==> src/rtl/forwarding_hazard_unit.sv <==
// EX-stage forwarding select generator and load-use stall detector.
// Tracks the destination of the instructions in EX and MEM; selects are registered as an instruction enters EX.
module forwarding_hazard_unit #(
    parameter int unsigned REG_W = 5
) (
    input  logic             Clk,
    input  logic             Reset,
    input  logic             IdValid,
    input  logic [REG_W-1:0] IdRs,
    input  logic [REG_W-1:0] IdRt,
    input  logic             IdUsesRt,
    input  logic [REG_W-1:0] IdDst,
    input  logic             IdRegWrite,
    input  logic             IdMemRead,
    input  logic             Flush,
    output logic             Stall,
    output logic [1:0]       FwdA,
    output logic [1:0]       FwdB,
    output logic             ExBubble
);

    // The WB entry is never consulted: selects look at the entries becoming MEM and WB,
    // which are the current EX and MEM, so only those two are held.
    logic             ex_valid_q, ex_reg_write_q, ex_mem_read_q;
    logic [REG_W-1:0] ex_dst_q;
    logic             mem_valid_q, mem_reg_write_q;
    logic [REG_W-1:0] mem_dst_q;
    logic [1:0]       fwd_a_q, fwd_b_q;
    logic             ex_bubble_q;

    logic             ex_valid_d, ex_reg_write_d, ex_mem_read_d;
    logic [REG_W-1:0] ex_dst_d;
    logic [1:0]       fwd_a_d, fwd_b_d;
    logic             ex_bubble_d;

    logic ex_prod, mem_prod;
    logic ex_hit_rs, ex_hit_rt, mem_hit_rs, mem_hit_rt;
    logic load_ex;

    always_comb begin
        ex_prod    = ex_valid_q & ex_reg_write_q & (ex_dst_q != '0);
        mem_prod   = mem_valid_q & mem_reg_write_q & (mem_dst_q != '0);
        ex_hit_rs  = ex_prod & (ex_dst_q == IdRs);
        ex_hit_rt  = ex_prod & (ex_dst_q == IdRt);
        mem_hit_rs = mem_prod & (mem_dst_q == IdRs);
        mem_hit_rt = mem_prod & (mem_dst_q == IdRt);

        Stall   = !Reset & IdValid & ex_mem_read_q & (ex_hit_rs | (IdUsesRt & ex_hit_rt));
        load_ex = IdValid & !Stall & !Flush;
    end

    always_comb begin
        ex_valid_d     = load_ex;
        ex_dst_d       = IdDst;
        ex_reg_write_d = IdRegWrite;
        ex_mem_read_d  = IdMemRead;
        ex_bubble_d    = !load_ex;

        fwd_a_d = 2'd0;
        if (load_ex) begin
            if (ex_hit_rs)       fwd_a_d = 2'd1;
            else if (mem_hit_rs) fwd_a_d = 2'd2;
        end

        fwd_b_d = 2'd0;
        if (load_ex && IdUsesRt) begin
            if (ex_hit_rt)       fwd_b_d = 2'd1;
            else if (mem_hit_rt) fwd_b_d = 2'd2;
        end
    end

    always_ff @(posedge Clk) begin
        if (Reset) begin
            ex_valid_q      <= 1'b0;
            ex_dst_q        <= '0;
            ex_reg_write_q  <= 1'b0;
            ex_mem_read_q   <= 1'b0;
            mem_valid_q     <= 1'b0;
            mem_dst_q       <= '0;
            mem_reg_write_q <= 1'b0;
            fwd_a_q         <= 2'd0;
            fwd_b_q         <= 2'd0;
            ex_bubble_q     <= 1'b1;
        end else begin
            ex_valid_q      <= ex_valid_d;
            ex_dst_q        <= ex_dst_d;
            ex_reg_write_q  <= ex_reg_write_d;
            ex_mem_read_q   <= ex_mem_read_d;
            mem_valid_q     <= ex_valid_q;
            mem_dst_q       <= ex_dst_q;
            mem_reg_write_q <= ex_reg_write_q;
            fwd_a_q         <= fwd_a_d;
            fwd_b_q         <= fwd_b_d;
            ex_bubble_q     <= ex_bubble_d;
        end
    end

    assign FwdA     = fwd_a_q;
    assign FwdB     = fwd_b_q;
    assign ExBubble = ex_bubble_q;

endmodule

==> config.mk <==
export PLATFORM = sky130hd
export DESIGN_NAME = forwarding_hazard_unit
export DESIGN_NICKNAME = d
export VERILOG_FILES = /design/src/rtl/forwarding_hazard_unit.sv
export SDC_FILE = /design/constraint.sdc
export NUM_CORES = 1
export LEC_CHECK = 0
export BUFFER_PORTS_ARGS = -buffer_cell sky130_fd_sc_hd__buf_2
export CAP_MARGIN = 0
export CORE_ASPECT_RATIO = 1.2
export CORE_MARGIN = 2
export CORE_UTILIZATION = 48
export DETAILED_ROUTE_END_ITERATION = 8
export PLACE_DENSITY_LB_ADDON = 0.2
export SYNTH_ARGS = -nofsm -noshare
export SYNTH_HDL_FRONTEND = slang
export SYNTH_SLANG_ARGS = --single-unit
==> constraint.sdc <==
create_clock -name Clk -period 1.97 [get_ports Clk]
set_clock_uncertainty 0.1 [all_clocks]
set_input_delay 0.197 -clock Clk [delete_from_list [all_inputs] [get_ports Clk]]
set_output_delay 0.197 -clock Clk [all_outputs]
set_load 0.1 [all_outputs]
==> Word-level counts from Yosys, hierarchy flattened <==
Index checks and enable logic that the tools add are counted.
W data, S select, Z words.
{ "totals": {"register_bits": 20, "out_inout_bits": 6} }
{ "op_classes": {"eq_ne": 4, "mux": 4, "bitwise": 17, "reduce_logical": 11} }
{ "ops": {"columns": ["cell", "count"], "rows": [
  ["$eq A5 B5 Y1", 4],
  ["$and A1 B1 Y1", 14],
  ["$reduce_bool A5 Y1", 2],
  ["$reduce_or A3 Y1", 2],
  ["$logic_not A1 Y1", 4],
  ["$mux W2", 2],
  ["$reduce_or A2 Y1", 2],
  ["$mux W1", 2],
  ["$not A1 Y1", 2],
  ["$logic_and A1 B1 Y1", 1],
  ["$or A1 B1 Y1", 1]
]} }

==> Depth between registers and ports, before layout <==
Gate-level depths: netlist of run 1.
{ "depth": {"word_depth": 12, "ltp_mapped": 5, "depth_no_buf": 5} }

==> Worst setup path before layout of run 1 <==
Ideal clock, no wire load.
{ "synth_timing": {"kind": "register to output", "start": "reg ex_dst_q[0]", "end": "out Stall", "t_arrival_ns": 3.385, "t_required_ns": 1.673, "setup_slack_ns": -1.712, "path_stages_with_launch": 6, "path_buffers": 0, "cell_sequence": "dfxtp_1 xnor2_1 nand4_1 nor4bb_2 o21ai_2 nor3b_1"} }
{ "synth_via": {"elab_chain_cells": 6, "elab_cells_between_ends": 9, "classes_between": "eq/ne (2); bitwise (6); reduce/logical (1)"} }
{ "synth_lines": {"columns": ["element", "line_no", "rtl"], "rows": [
  ["start: declaration", "25", "logic [REG_W-1:0] ex_dst_q;"],
  ["start signal: assignment", "86", "ex_dst_q <= ex_dst_d;"],
  ["$reduce_bool A5 Y1", "41", "ex_prod = ex_valid_q & ex_reg_write_q & (ex_dst_q != '0);"],
  ["$and A1 B1 Y1", "41", null],
  ["$and A1 B1 Y1", "44", "ex_hit_rt = ex_prod & (ex_dst_q == IdRt);"],
  ["$and A1 B1 Y1", "48", "Stall = !Reset & IdValid & ex_mem_read_q & (ex_hit_rs | (IdUsesRt & ex_hit_rt));"],
  ["$or A1 B1 Y1 *", "48", null],
  ["$and A1 B1 Y1 *", "48", null],
  ["end: declaration", "16", "output logic Stall,"]
]} }
Every way passes the cells marked *; elsewhere a longest branch is shown, timed or not.

==> Worst setup path in the final report of run 1 <==
{ "layout_timing": {"start": "reg ex_dst_q[3]", "end": "out Stall"} }
Same word-level chain as after synthesis.

==> impl_results.rst, run 1 <==
.. list-table::
   :header-rows: 1

   * - Metric
     - Value
   * - Run status
     - finished with violations
   * - Violations in the final reports
     - setup timing
   * - Clock transition at the registers of the reported paths
     - 0.11 ns
   * - Final weighted congestion in routability-driven placement
     - 0.8236
   * - Setup-violating endpoint count in the final report
     - 1
   * - Final instance area
     - 1260 um2
   * - Least-Margin Pin Slew
     - 0.4832 ns
   * - Pins Over Slew Limit
     - 0
   * - Critical Path Slowest Stage Cell
     - dfxtp_4
   * - Pre-CTS worst setup slack
     - 0.05077 ns
   * - Cell Area, Synth
     - 858.3 um2
   * - Max-slew headroom at the worst pin
     - 68.01%
   * - Switching Fraction
     - 24.48%
   * - Number of CTS-inserted buffers
     - 3
   * - Number of optimization iterations in the first detailed-route pass
     - 4
   * - CP Capture Type
     - primary output
   * - TritonCTS clock tree
     - yes
   * - Flip-flop and latch count after synthesis
     - 20
   * - RSZ-0062 raised after global routing
     - yes
   * - Number of warning messages in the yosys log
     - 0
   * - Sequential element share of the synthesized area
     - 46.65%
   * - Number of buffers inserted by port buffering
     - 27
   * - Antenna diode count
     - 0
   * - Max incr delay on CP
     - 0.41 ns
   * - Proportion of power drawn by flip-flops and latches
     - 54.4%
   * - Core box area
     - 1662 um2
   * - Effective utilization at floorplan
     - 51.66%
   * - Count of nets after finishing
     - 148
   * - Maximum clock frequency
     - 0.4444 GHz
   * - Detailed Place HPWL
     - 1407 um
   * - Antenna violations before repair
     - 0
   * - Master cell of the clock root buffer
     - clkbuf_4
   * - P_int
     - 0.6040 mW
   * - Antenna Violating Nets Remaining
     - 0
   * - Chip Width
     - 42.60 um
   * - Multi-input logic area
     - 521.8 um2
   * - Global-route wire length before repair
     - 3387 um
   * - H-tree depth
     - 1
   * - Grt total ovfl
     - 0
   * - Number of cells on the worst hold path
     - 2
   * - Power density over the cells
     - 634.7 nW/um2
   * - Final worst-path setup slack
     - -0.2805 ns
   * - TritonCTS Sinks
     - 20
   * - # rows
     - 16
   * - Post-detailed-routing wire length
     - 2062 um
   * - Cells along the critical path
     - xnor2_4 > nand4_1 > nor4bb_4 > o21ai_2 > nor3b_4 > buf_12
   * - Number of vias per cell after detailed routing
     - 5.217
   * - Peak VDD IR
     - 0.5256 mV
   * - Worst endpoint required time
     - 1.67 ns
   * - Number of cells traversed by the worst register-to-register path
     - 6
   * - Number of design rule violations left after detail routing
     - 0
   * - Height of the die
     - 50.32 um
   * - Max-cap viol count
     - 0
   * - Maximum number of pins on one net before global-route repair
     - 16
   * - Type of the worst setup path
     - reg2out
   * - Tightest Hold Check Type
     - in2reg
   * - Number of standard cells after synthesis
     - 81
   * - Cell area reported after detailed placement
     - 1064 um2
   * - Launch instance of the worst min-delay path
     - IdMemRead
   * - Data arrival time of the worst path
     - 1.95 ns
   * - Period utilization
     - 114.2%
   * - Post-Syn Area per Cell
     - 10.60 um2
   * - Insertion delay of the later-clocked pin in the worst-skew pair
     - 0.29 ns
   * - Combinational Power Share
     - 16.5%
   * - Reg-to-reg setup timing slack
     - 0.10 ns
   * - Syn nets
     - 103
   * - R2R Path End
     - FwdB[1]
   * - CP max FO
     - 4
   * - Endpoint of the worst hold-timing path
     - ex_mem_read_q
   * - Wire per inst
     - 14.42 um
   * - Sequential cell area in the final layout
     - 414.1 um2
   * - Initial DRC count
     - 3
   * - Number of global-route vias before repair
     - 791
   * - Area enclosed by the die boundary
     - 2144 um2
   * - Number of inserted filler cells in the final layout
     - 107
   * - Setup crit start kind
     - flip-flop
   * - Number of distinct library cells after synthesis
     - 22
   * - Time the worst path needs with I/O delays and setup
     - 2.250 ns
   * - Max Buffers Root-to-Sink
     - 2
   * - Net Switching
     - 0.1957 mW
   * - Lkg Pwr
     - 0.5408 nW
   * - Layout cell share with drive strength beyond 1
     - 45.60%
   * - Global router's overall resource usage
     - 21.99%
   * - Top-level I/O count
     - 28
   * - Launching point of the worst reg2reg path
     - ex_dst_q[1]
   * - Via count
     - 746
   * - Final hold vios
     - 0
   * - Clock share of power
     - 29.1%
   * - Signed area change from the synthesized netlist to the final layout
     - 46.79%
==> worst max path at each step <==
stage           startpoint  endpoint  slack, ns  cells after the start
6_report       ex_dst_q[3]     Stall      -0.28                      6
5_1_grt        ex_dst_q[3]     Stall      -0.41                      6
4_1_cts        ex_dst_q[1]     Stall      -0.25                      6
3_5_place_dp   ex_dst_q[3]     Stall       0.05                      6
3_3_place_gp   ex_dst_q[1]     Stall       0.08                      6
2_1_floorplan  ex_dst_q[0]     Stall      -0.25                      5
==> critical path, delay by kind of cell, from the launching register on <==
family          cells  cell delay, ns
xor+xnor            1            0.12
buf+inv             1            0.20
flops               1            0.41
compound gates      1            0.12
simple gates        3            0.80
==> per-stage QoR <==
step | setup TNS [ns] | power [mW] | hold slack [ns] | util [%] | instances
after global placement | 0 | 0.5453 | 0.3087 | 64.01 | 126
after floorplan | -0.2480 | 0.5057 | 0.1686 | - | 81
after detailed placement | 0 | 0.5487 | 0.3085 | 64.01 | 126
final | -0.2805 | 0.7997 | 0.004911 | 75.83 | 143
after global routing | -0.4054 | 0.8408 | 0.01197 | 75.83 | 143
after CTS | -0.2517 | 0.7881 | 0.001266 | 72.36 | 139
==> per-layer routing <==
layer | global-route usage (%) | wire, um
met5 | 0 | 0
met1 | 21.72 | 790
met3 | 3.957 | 86
met2 | 39.23 | 1097
met4 | 17.71 | 87
==> cells by family (layout without fill, tap and decap cells) <==
logic type	after synthesis	in the layout	synth area share, %
AO/OA/AOI/OAI	4	4	3.790
AND/OR/NAND/NOR	36	36	28.72
buffers and inverters	1	45	0.4369
flip-flops	20	20	46.65
XOR/XNOR	20	20	20.41
==> layout by cell type, fill, tap and decap left out, types with 2 or more instances in the layout <==
cell | netlist | routed
a211oi_1 | 2 | 2
buf_2 | 0 | 26
buf_4 | 0 | 10
clkbuf_4 | 0 | 3
dfxtp_1 | 20 | 15
dfxtp_2 | 0 | 2
dfxtp_4 | 0 | 3
dlygate4sd3_1 | 0 | 4
nand4_1 | 4 | 4
nor2_1 | 2 | 2
nor2b_1 | 15 | 14
nor3_1 | 2 | 2
nor3b_1 | 3 | 2
xnor2_1 | 13 | 10
xnor2_2 | 0 | 2
xor2_1 | 7 | 7
==> flip-flops by register name, indices dropped and copies added, names as in the netlist <==
signal           cells
ex_dst_q             5
mem_dst_q            5
FwdA                 2
FwdB                 2
ExBubble             1
ex_mem_read_q        1
ex_reg_write_q       1
ex_valid_q           1
mem_reg_write_q      1
mem_valid_q          1
==> synthesized netlist by cell type <==
master | number | share of area [%]
nor2_1 | 2 | 0.87
nor4_1 | 1 | 0.73
nor3b_1 | 3 | 2.6
nand2_1 | 1 | 0.44
nand4_1 | 4 | 2.9
a221oi_1 | 1 | 1.0
nand2b_1 | 1 | 0.73
o21ai_2 | 1 | 1.0
clkbuf_1 | 1 | 0.44
or4_4 | 1 | 1.3
nor3_2 | 1 | 1.2
nor4bb_2 | 1 | 1.9
nor2_4 | 1 | 1.3
and3_1 | 1 | 0.73
xor2_1 | 7 | 7.1
nor2b_1 | 15 | 11
or3b_4 | 1 | 1.3
xnor2_1 | 13 | 13
a211oi_1 | 2 | 1.7
nor3_1 | 2 | 1.2
dfxtp_1 | 20 | 47
nand3_1 | 1 | 0.58
==> what timing repair did <==
item | CTS | global route
gates cloned | 0 | 0
setup endpoints to repair | 1 | 3
hold endpoints to repair | 3 | 1
pin swaps | 5 | 7
setup buffers | 6 | 4
gates resized for setup | 5 | 4
hold buffers | 3 | 1
==> power by group through the flow <==
stage / registers, mW / logic [mW] / clock network (mW)
floorplan: 0.447 / 0.0587 / 0
global placement: 0.444 / 0.102 / 0
detailed placement: 0.445 / 0.104 / 0
CTS: 0.434 / 0.118 / 0.236
global route: 0.437 / 0.142 / 0.262
finish: 0.435 / 0.132 / 0.233
==> cell type report <==
cell class              instances  area share [%]
repair buffers                 41           21.05
flip-flops and latches         20           32.87
well taps                      18           1.787
multi-input cells              60           41.41
clock buffers                   4           2.880
Note: power is estimated with default switching activity, not from simulation.
==> inputs of run 2 (changes only) <==
--- a/config.mk
+++ b/config.mk
@@ -5,6 +5,7 @@
 export SDC_FILE = /design/constraint.sdc
 export NUM_CORES = 1
 export LEC_CHECK = 0
+export ABC_AREA = 1
 export BUFFER_PORTS_ARGS = -buffer_cell sky130_fd_sc_hd__buf_2
 export CAP_MARGIN = 0
 export CORE_ASPECT_RATIO = 1.2
==> run 2 against run 1 <==
Compared with the run above:
- the run now ends clean
- die area grew 3.7%
- via count grew 2.0%
- sequential power is essentially flat
- cell count grew 20%
- sequential cell count is the same
- setup slack gained 0.42 ns
==> impl_results.rst, run 2 <==
.. list-table::
   :header-rows: 1

   * - Metric
     - Value
   * - Run status
     - completed (was finished with violations)
   * - Antenna diode count
     - 0 (unchanged)
   * - Height of the die
     - 51.26 um (was 50.32 um)
   * - Cell type with the highest aggregate area in the netlist
     - dfxtp_1 (unchanged)
   * - Cell area reported after detailed placement
     - 1064 um2 (unchanged)
   * - Post-Syn Area per Cell
     - 7.768 um2 (was 10.60 um2)
   * - Number of CTS-inserted buffers
     - 3 (unchanged)
   * - Number of warning messages in the yosys log
     - 0 (unchanged)
   * - Number of cells traversed by the worst register-to-register path
     - 7 (was 6)
   * - Worst endpoint required time
     - 1.67 ns (about the same)
   * - Launch instance of the worst min-delay path
     - Flush (was IdMemRead)
   * - TritonCTS clock tree
     - yes (unchanged)
   * - Grt total ovfl
     - 0 (unchanged)
   * - Power density over the cells
     - 664.6 nW/um2 (was 634.7 nW/um2)
   * - Final weighted congestion in routability-driven placement
     - 0.7813 (was 0.8236)
   * - Global router's overall resource usage
     - 17.31% (was 21.99%)
   * - Via count
     - 761 (was 746)
   * - Top Registers
     - ex_dst_q: 5 flops, mem_dst_q: 5 flops (unchanged)
   * - Sequential cell area in the final layout
     - 402.9 um2 (was 414.1 um2)
   * - Final hold vios
     - 0 (unchanged)
   * - Top cells by count, synth
     - 26 x nor2_1, 21 x inv_1, 20 x dfxtp_1 (was 20 x dfxtp_1, 15 x nor2b_1, 13 x xnor2_1)
   * - H-tree depth
     - 1 (unchanged)
   * - Sequential element share of the synthesized area
     - 44.82% (was 46.65%)
   * - Clock transition at the registers of the reported paths
     - 0.11 ns (about the same)
   * - Antenna violations before repair
     - 0 (unchanged)
   * - Lkg Pwr
     - 0.5912 nW (was 0.5408 nW)
   * - R2R Path End
     - ex_valid_q (was FwdB[1])
   * - # Post-CTS Setup Buffers
     - 0 (was 6)
   * - Global-route wire length before repair
     - 2863 um (was 3387 um)
   * - # rows
     - 17 (was 16)
   * - Launching point of the worst reg2reg path
     - ex_dst_q[3] (was ex_dst_q[1])
   * - TritonCTS Sinks
     - 20 (unchanged)
   * - Setup-violating endpoint count in the final report
     - 0 (was 1)
   * - Most used DFF post-synth
     - dfxtp_1 (unchanged)
   * - Insertion delay of the later-clocked pin in the worst-skew pair
     - 0.29 ns (about the same)
   * - Cell Area, Synth
     - 893.4 um2 (was 858.3 um2)
   * - Max Buffers Root-to-Sink
     - 2 (unchanged)
   * - Signed area change from the synthesized netlist to the final layout
     - 31.23% (was 46.79%)
   * - Post-Place Cells
     - 160 (was 126)
   * - Final std cells w/o fill
     - 171 (was 143)
   * - Synth area leaders
     - dfxtp_1 45%, nor2_1 11%, inv_1 8.8% (was dfxtp_1 47%, xnor2_1 13%, nor2b_1 11%)
   * - Number of vias per cell after detailed routing
     - 4.450 (was 5.217)
   * - Time the worst path needs with I/O delays and setup
     - 1.835 ns (was 2.250 ns)
   * - Master cell of the clock root buffer
     - clkbuf_4 (unchanged)
   * - Max-cap viol count
     - 0 (unchanged)
   * - Layout cell share with drive strength beyond 1
     - 27.63% (was 45.60%)
   * - Tightest Hold Check Type
     - in2reg (unchanged)
   * - Area fraction of the dominant cell type after synthesis
     - 44.82% (was 46.65%)
   * - Max-slew headroom at the worst pin
     - 67.96% (was 68.01%)
   * - Setup crit start kind
     - flip-flop (unchanged)
   * - Top-level I/O count
     - 28 (unchanged)
   * - CP max FO
     - 4 (unchanged)
   * - Data arrival time of the worst path
     - 1.54 ns (was 1.95 ns)
   * - Flip-flop and latch count after synthesis
     - 20 (unchanged)
   * - Final worst-path setup slack
     - 0.1347 ns (was -0.2805 ns)
   * - Type of the worst setup path
     - reg2out (unchanged)
   * - Antenna Violating Nets Remaining
     - 0 (unchanged)
   * - Effective utilization at floorplan
     - 50.00% (was 51.66%)
   * - Initial DRC count
     - 2 (was 3)
   * - Number of global-route vias before repair
     - 747 (was 791)
   * - Pre-CTS worst setup slack
     - 0.4175 ns (was 0.05077 ns)
   * - Maximum clock frequency
     - 0.5449 GHz (was 0.4444 GHz)
   * - Number of standard cells after synthesis
     - 115 (was 81)
   * - Post-detailed-routing wire length
     - 1631 um (was 2062 um)
   * - Count of flip-flops with a built-in enable after synthesis
     - 0 (unchanged)
   * - Endpoint of the worst hold-timing path
     - ExBubble (was ex_mem_read_q)
   * - Chip Width
     - 43.38 um (was 42.60 um)
   * - Period utilization
     - 93.16% (was 114.2%)
   * - Highest-count cells in the layout ignoring fill and taps
     - 26 x nor2_1, 26 x buf_2, 20 x inv_1 (was 26 x buf_2, 15 x dfxtp_1, 14 x nor2b_1)
   * - Number of design rule violations left after detail routing
     - 0 (unchanged)
   * - Cell with the most instances after synthesis
     - nor2_1 (was dfxtp_1)
   * - Least-Margin Pin Slew
     - 0.4839 ns (was 0.4832 ns)
   * - CP Capture Type
     - primary output (unchanged)
   * - Core box area
     - 1787 um2 (was 1662 um2)
   * - Area enclosed by the die boundary
     - 2224 um2 (was 2144 um2)
   * - Number of optimization iterations in the first detailed-route pass
     - 2 (was 4)
   * - Number of buffers inserted by port buffering
     - 27 (unchanged)
   * - Detailed Place HPWL
     - 1263 um (was 1407 um)
   * - Wire per inst
     - 9.538 um (was 14.42 um)
   * - Count of nets after finishing
     - 175 (was 148)
   * - Peak VDD IR
     - 0.4545 mV (was 0.5256 mV)
   * - FFs w/ async S/R, synth
     - 0% (unchanged)
   * - Pins Over Slew Limit
     - 0 (unchanged)
   * - Maximum number of pins on one net before global-route repair
     - 16 (unchanged)
   * - Number of inserted filler cells in the final layout
     - 179 (was 107)
   * - Final instance area
     - 1172 um2 (was 1260 um2)
   * - Syn nets
     - 137 (was 103)
   * - Multi-input logic area
     - 406.6 um2 (was 521.8 um2)
   * - Number of cells on the worst hold path
     - 3 (was 2)
   * - TNS Setup
     - 0 ns (was -0.2805 ns)
   * - Reg-to-reg setup timing slack
     - 0.63 ns (was 0.10 ns)
   * - Number of distinct library cells after synthesis
     - 18 (was 22)
   * - RSZ-0062 raised after global routing
     - yes (unchanged)
## run 2: cell families (layout without fill, tap and decap cells)
kind of cell	count (synthesis)	after routing	synth area share, %
AO/OA/AOI/OAI	2	2	1.119
XOR/XNOR	18	18	17.65
buffers and inverters	23	60	9.664
flip-flops	20	20	44.82
AND/OR/NAND/NOR	52	52	26.75
## run 2: worst max-delay path by stage
stage | cells after the start | to | start
2_1_floorplan | 7 | Stall | ex_dst_q[0]
3_3_place_gp | 9 | Stall | ex_dst_q[2]
3_5_place_dp | 8 | Stall | ex_dst_q[0]
4_1_cts | 8 | Stall | ex_dst_q[0]
5_1_grt | 10 | Stall | ex_dst_q[1]
6_report | 7 | Stall | ex_dst_q[3]
## run 2: timing repair
action | CTS | global route
hold buffers | 7 | 0
gates resized for setup | 0 | 3
hold endpoints to repair | 7 | 0
endpoints found under the setup margin | 0 | 1
## run 2: layer usage
layer,wire length [um],vias up,global-route usage [%]
li1,-,411,-
met1,708,330,18.82
met2,829,18,30.85
met3,69,2,2.473
met4,23,0,10.61
met5,0,-,0
## run 2: layout make-up
class | instances | area share, %
Multi-Input combinational cell | 72 | 34.69
Sequential cell | 20 | 34.37
Timing Repair Buffer | 34 | 18.78
Inverter | 22 | 7.044
Clock buffer | 4 | 3.095
Tap cell | 19 | 2.028
## run 2: per-stage QoR
| stage | hold WS, ns | utilization (%) | total power, mW |
|---|---|---|---|
| 2_1_floorplan | 0.1682 | - | 0.5039 |
| 3_3_place_gp | 0.2952 | 59.52 | 0.5424 |
| 3_5_place_dp | 0.3036 | 59.52 | 0.5446 |
| 4_1_cts | 0.06865 | 65.48 | 0.7857 |
| 5_1_grt | 0.07773 | 65.62 | 0.8195 |
| 6_report | 0.07715 | 65.62 | 0.7791 |
## run 2: critical path, cell delays in order, from the launching register on
cell,delay [ns]
dfxtp_1,0.37
xor2_1,0.18
nor2_1,0.16
nand4_2,0.14
nand2_1,0.09
nand2_2,0.08
inv_2,0.08
buf_12,0.17
## run 2: report_power, final
| group | internal, mW | leakage (nW) | switching (mW) |
|---|---|---|---|
| sequential | 0.420 | 0.165 | 0.0130 |
| clock | 0.112 | 0.0210 | 0.120 |
| combinational | 0.0565 | 0.405 | 0.0572 |
| total | 0.589 | 0.591 | 0.191 |
==> inputs of run 3 (changes only) <==
--- a/config.mk
+++ b/config.mk
@@ -6,12 +6,12 @@
 export NUM_CORES = 1
 export LEC_CHECK = 0
 export ABC_AREA = 1
-export BUFFER_PORTS_ARGS = -buffer_cell sky130_fd_sc_hd__buf_2
 export CAP_MARGIN = 0
 export CORE_ASPECT_RATIO = 1.2
 export CORE_MARGIN = 2
-export CORE_UTILIZATION = 48
+export CORE_UTILIZATION = 50
 export DETAILED_ROUTE_END_ITERATION = 8
+export DONT_BUFFER_PORTS = 1
 export PLACE_DENSITY_LB_ADDON = 0.2
 export SYNTH_ARGS = -nofsm -noshare
 export SYNTH_HDL_FRONTEND = slang
==> run 3 against run 2 <==
Compared with the run above:
- clock power fell by 24%
- first-iteration DRC count rose to 2.5 times the previous value
- design area fell by 5.1%
- register-to-register slack got worse by 0.14 ns
- non-clock buffer count fell by 17
- sequential cell count did not move
- largest power group unchanged
- largest cell class unchanged
- maximum frequency rose by 0.77%
- sequential share of layout area rose by 2.1 points
- combinational power fell by 18%
- global-route usage fell by 0.52 points
- worst hold slack got worse by 0.0068 ns
- power fell by 9.9%
==> impl_results.rst, run 3 (synthesis results as in run 2) <==
.. list-table::
   :header-rows: 1

   * - Metric
     - Value
   * - Run status
     - completed (unchanged)
   * - Final weighted congestion in routability-driven placement
     - 0.8786 (was 0.7813)
   * - Top-level I/O count
     - 28 (unchanged)
   * - Number of global-route vias before repair
     - 679 (was 747)
   * - Max Buffers Root-to-Sink
     - 2 (unchanged)
   * - Initial DRC count
     - 5 (was 2)
   * - Antenna diode count
     - 0 (unchanged)
   * - Time the worst path needs with I/O delays and setup
     - 1.821 ns (was 1.835 ns)
   * - Number of optimization iterations in the first detailed-route pass
     - 4 (was 2)
   * - Grt total ovfl
     - 0 (unchanged)
   * - Period utilization
     - 92.45% (was 93.16%)
   * - Detailed Place HPWL
     - 1192 um (was 1263 um)
   * - Max-cap viol count
     - 0 (unchanged)
   * - Worst path top cell family by delay
     - simple AND/OR/NAND/NOR gates (unchanged)
   * - Layout cell share with drive strength beyond 1
     - 17.16% (was 27.63%)
   * - TNS Setup
     - 0 ns (unchanged)
   * - TritonCTS clock tree
     - yes (unchanged)
   * - Master cell of the clock root buffer
     - clkbuf_4 (unchanged)
   * - Wire per inst
     - 10.35 um (was 9.538 um)
   * - Most frequent standard cell in the layout excluding fill and tap cells
     - nor2_1
   * - Final std cells w/o fill
     - 152 (was 171)
   * - Number of cells traversed by the worst register-to-register path
     - 11 (was 7)
   * - Antenna violations before repair
     - 0 (unchanged)
   * - Count of nets after finishing
     - 158 (was 175)
   * - Least-Margin Pin Slew
     - 0.4489 ns (was 0.4839 ns)
   * - Clock share of power
     - 25.1% (was 29.9%)
   * - Total Power Consumption
     - 0.7020 mW (was 0.7791 mW)
   * - Number of vias per cell after detailed routing
     - 4.625 (was 4.450)
   * - Insertion delay of the later-clocked pin in the worst-skew pair
     - 0.28 ns (was 0.29 ns)
   * - Clock transition at the registers of the reported paths
     - 0.10 ns (was 0.11 ns)
   * - P_int
     - 0.5379 mW (was 0.5885 mW)
   * - TritonCTS Sinks
     - 20 (unchanged)
   * - Global-route wire length before repair
     - 2739 um (was 2863 um)
   * - Maximum clock frequency
     - 0.5491 GHz (was 0.5449 GHz)
   * - Area enclosed by the die boundary
     - 2142 um2 (was 2224 um2)
   * - Post-detailed-routing wire length
     - 1573 um (was 1631 um)
   * - Number of cells on the critical path
     - 10 (was 7)
   * - Critical Path Slowest Stage Cell
     - dfxtp_4 (was dfxtp_1)
   * - Total buffers and inverters traversed by the critical path
     - 3 (was 2)
   * - Type of the worst setup path
     - reg2out (unchanged)
   * - Signed area change from the synthesized netlist to the final layout
     - 24.51% (was 31.23%)
   * - Net Switching
     - 0.1641 mW (was 0.1906 mW)
   * - Peak VDD IR
     - 0.4286 mV (was 0.4545 mV)
   * - # rows
     - 16 (was 17)
   * - Number of CTS-inserted buffers
     - 3 (unchanged)
   * - Max-slew headroom at the worst pin
     - 69.98% (was 67.96%)
   * - Core box area
     - 1662 um2 (was 1787 um2)
   * - Pre-CTS worst setup slack
     - 0.3873 ns (was 0.4175 ns)
   * - Final worst-path setup slack
     - 0.1488 ns (was 0.1347 ns)
   * - Proportion of power drawn by flip-flops and latches
     - 61.6% (was 55.5%)
   * - CP Capture Type
     - primary output (unchanged)
   * - Post-Place Cells
     - 138 (was 160)
   * - Global router's overall resource usage
     - 16.79% (was 17.31%)
   * - Number of buffers inserted by port buffering
     - 0 (was 27)
   * - Antenna Violating Nets Remaining
     - 0 (unchanged)
   * - Data arrival time of the worst path
     - 1.52 ns (was 1.54 ns)
   * - Highest-count cells in the layout ignoring fill and taps
     - 26 x nor2_1, 19 x inv_1, 18 x dfxtp_1 (was 26 x nor2_1, 26 x buf_2, 20 x inv_1)
   * - Tightest Hold Check Type
     - in2reg (unchanged)
   * - Final hold vios
     - 0 (unchanged)
   * - Number of design rule violations left after detail routing
     - 0 (unchanged)
   * - CP max FO
     - 4 (unchanged)
   * - RSZ-0062 raised after global routing
     - no (was yes)
   * - Number of cells on the worst hold path
     - 3 (unchanged)
   * - Switching Fraction
     - 23.38% (was 24.47%)
   * - Top Registers
     - ex_dst_q: 5 flops, mem_dst_q: 5 flops (unchanged)
   * - Effective utilization at floorplan
     - 53.77% (was 50.00%)
   * - Via count
     - 703 (was 761)
   * - Max incr delay on CP
     - 0.37 ns (about the same)
   * - H-tree depth
     - 1 (unchanged)
   * - Pins Over Slew Limit
     - 0 (unchanged)
   * - Power density over the cells
     - 631.2 nW/um2 (was 664.6 nW/um2)
   * - Chip Width
     - 42.59 um (was 43.38 um)
   * - Lkg Pwr
     - 0.5258 nW (was 0.5912 nW)
   * - Cells along the critical path
     - inv_2 > nand2_1 > nand2_1 > nand2_1 > nor2_2 > nand4_2 > nand2_1 > nand2_2 > inv_2 > buf_12 (was xor2_1 > nor2_1 > nand4_2 > nand2_1 > nand2_2 > inv_2 > buf_12)
   * - Setup-violating endpoint count in the final report
     - 0 (unchanged)
   * - Setup crit start kind
     - flip-flop (unchanged)
   * - Height of the die
     - 50.31 um (was 51.26 um)
   * - Combinational Power Share
     - 13.3% (was 14.6%)
   * - Maximum number of pins on one net before global-route repair
     - 15 (was 16)
   * - Worst endpoint required time
     - 1.67 ns (about the same)
   * - Cell type with the highest occurrence count on the critical path
     - nand2_1
==> run 3: cell types whose count changed in the layout (fill, tap and decap cells not counted), sizes merged <==
cell,previous run,this run
dlygate4sd3,7,10
clkbuf,4,3
buf,27,7
==> run 3: final timing paths <==
kind	startpoint	endpoint	slack, ns
worst max register to register	ex_dst_q[1]	ex_valid_q	0.49
worst min register to register	ex_valid_q	mem_valid_q	0.33
worst min-delay path	IdValid	ExBubble	0.07
worst max-delay path	ex_dst_q[1]	Stall	0.15
==> run 3: final cells by class <==
type	count	area [um2]
fill	142	549.3
inverter	22	82.58
multi-input combinational	72	414.1
clock buffer	3	22.52
timing repair buffer	17	165.2
tap	18	22.52
sequential	20	405.4
==> run 3: per-layer routing <==
| metal | GRT usage (%) | share of wire (%) |
|---|---|---|
| met5 | 0 | 0 |
| met4 | 6.250 | 0.89 |
| met3 | 3.237 | 6.1 |
| met2 | 30.26 | 51 |
| met1 | 19.33 | 42 |
==> run 3: worst register-to-register path, cell delays in order, from the launching register on <==
cell,delay (ns)
dfxtp_4,0.37
inv_2,0.05
nand2_1,0.04
nand2_1,0.06
nand2_1,0.07
nor2_2,0.15
nand4_2,0.11
nand2_1,0.10
nand2_2,0.06
buf_4,0.14
nand2_4,0.08
inv_1,0.05
==> run 3: through the flow <==
stage / area [um2] / util (%) / hold WS, ns
after global routing: 1112 / 66.94 / 0.07139
after CTS: 1092 / 65.74 / 0.07181
after global placement: 969.7 / 58.36 / 0.1699
final: 1112 / 66.94 / 0.07035
after detailed placement: 969.7 / 58.36 / 0.1712
after floorplan: 893.4 / - / 0.1682
==> run 3: timing repair <==
action                                  in CTS  in global routing
hold endpoints to repair                    16                  0
hold buffers                                10                  0
buffers inserted                             0                  1
resized for setup                            0                  6
endpoints found under the setup margin       0                  1
==> run 3: power groups by stage <==
stage	sequential, mW	combinational (mW)	clock (mW)
finish	0.432	0.0935	0.176
global route	0.435	0.106	0.204
CTS	0.432	0.0921	0.180
detailed placement	0.442	0.0725	0
global placement	0.441	0.0713	0
floorplan	0.445	0.0592	0
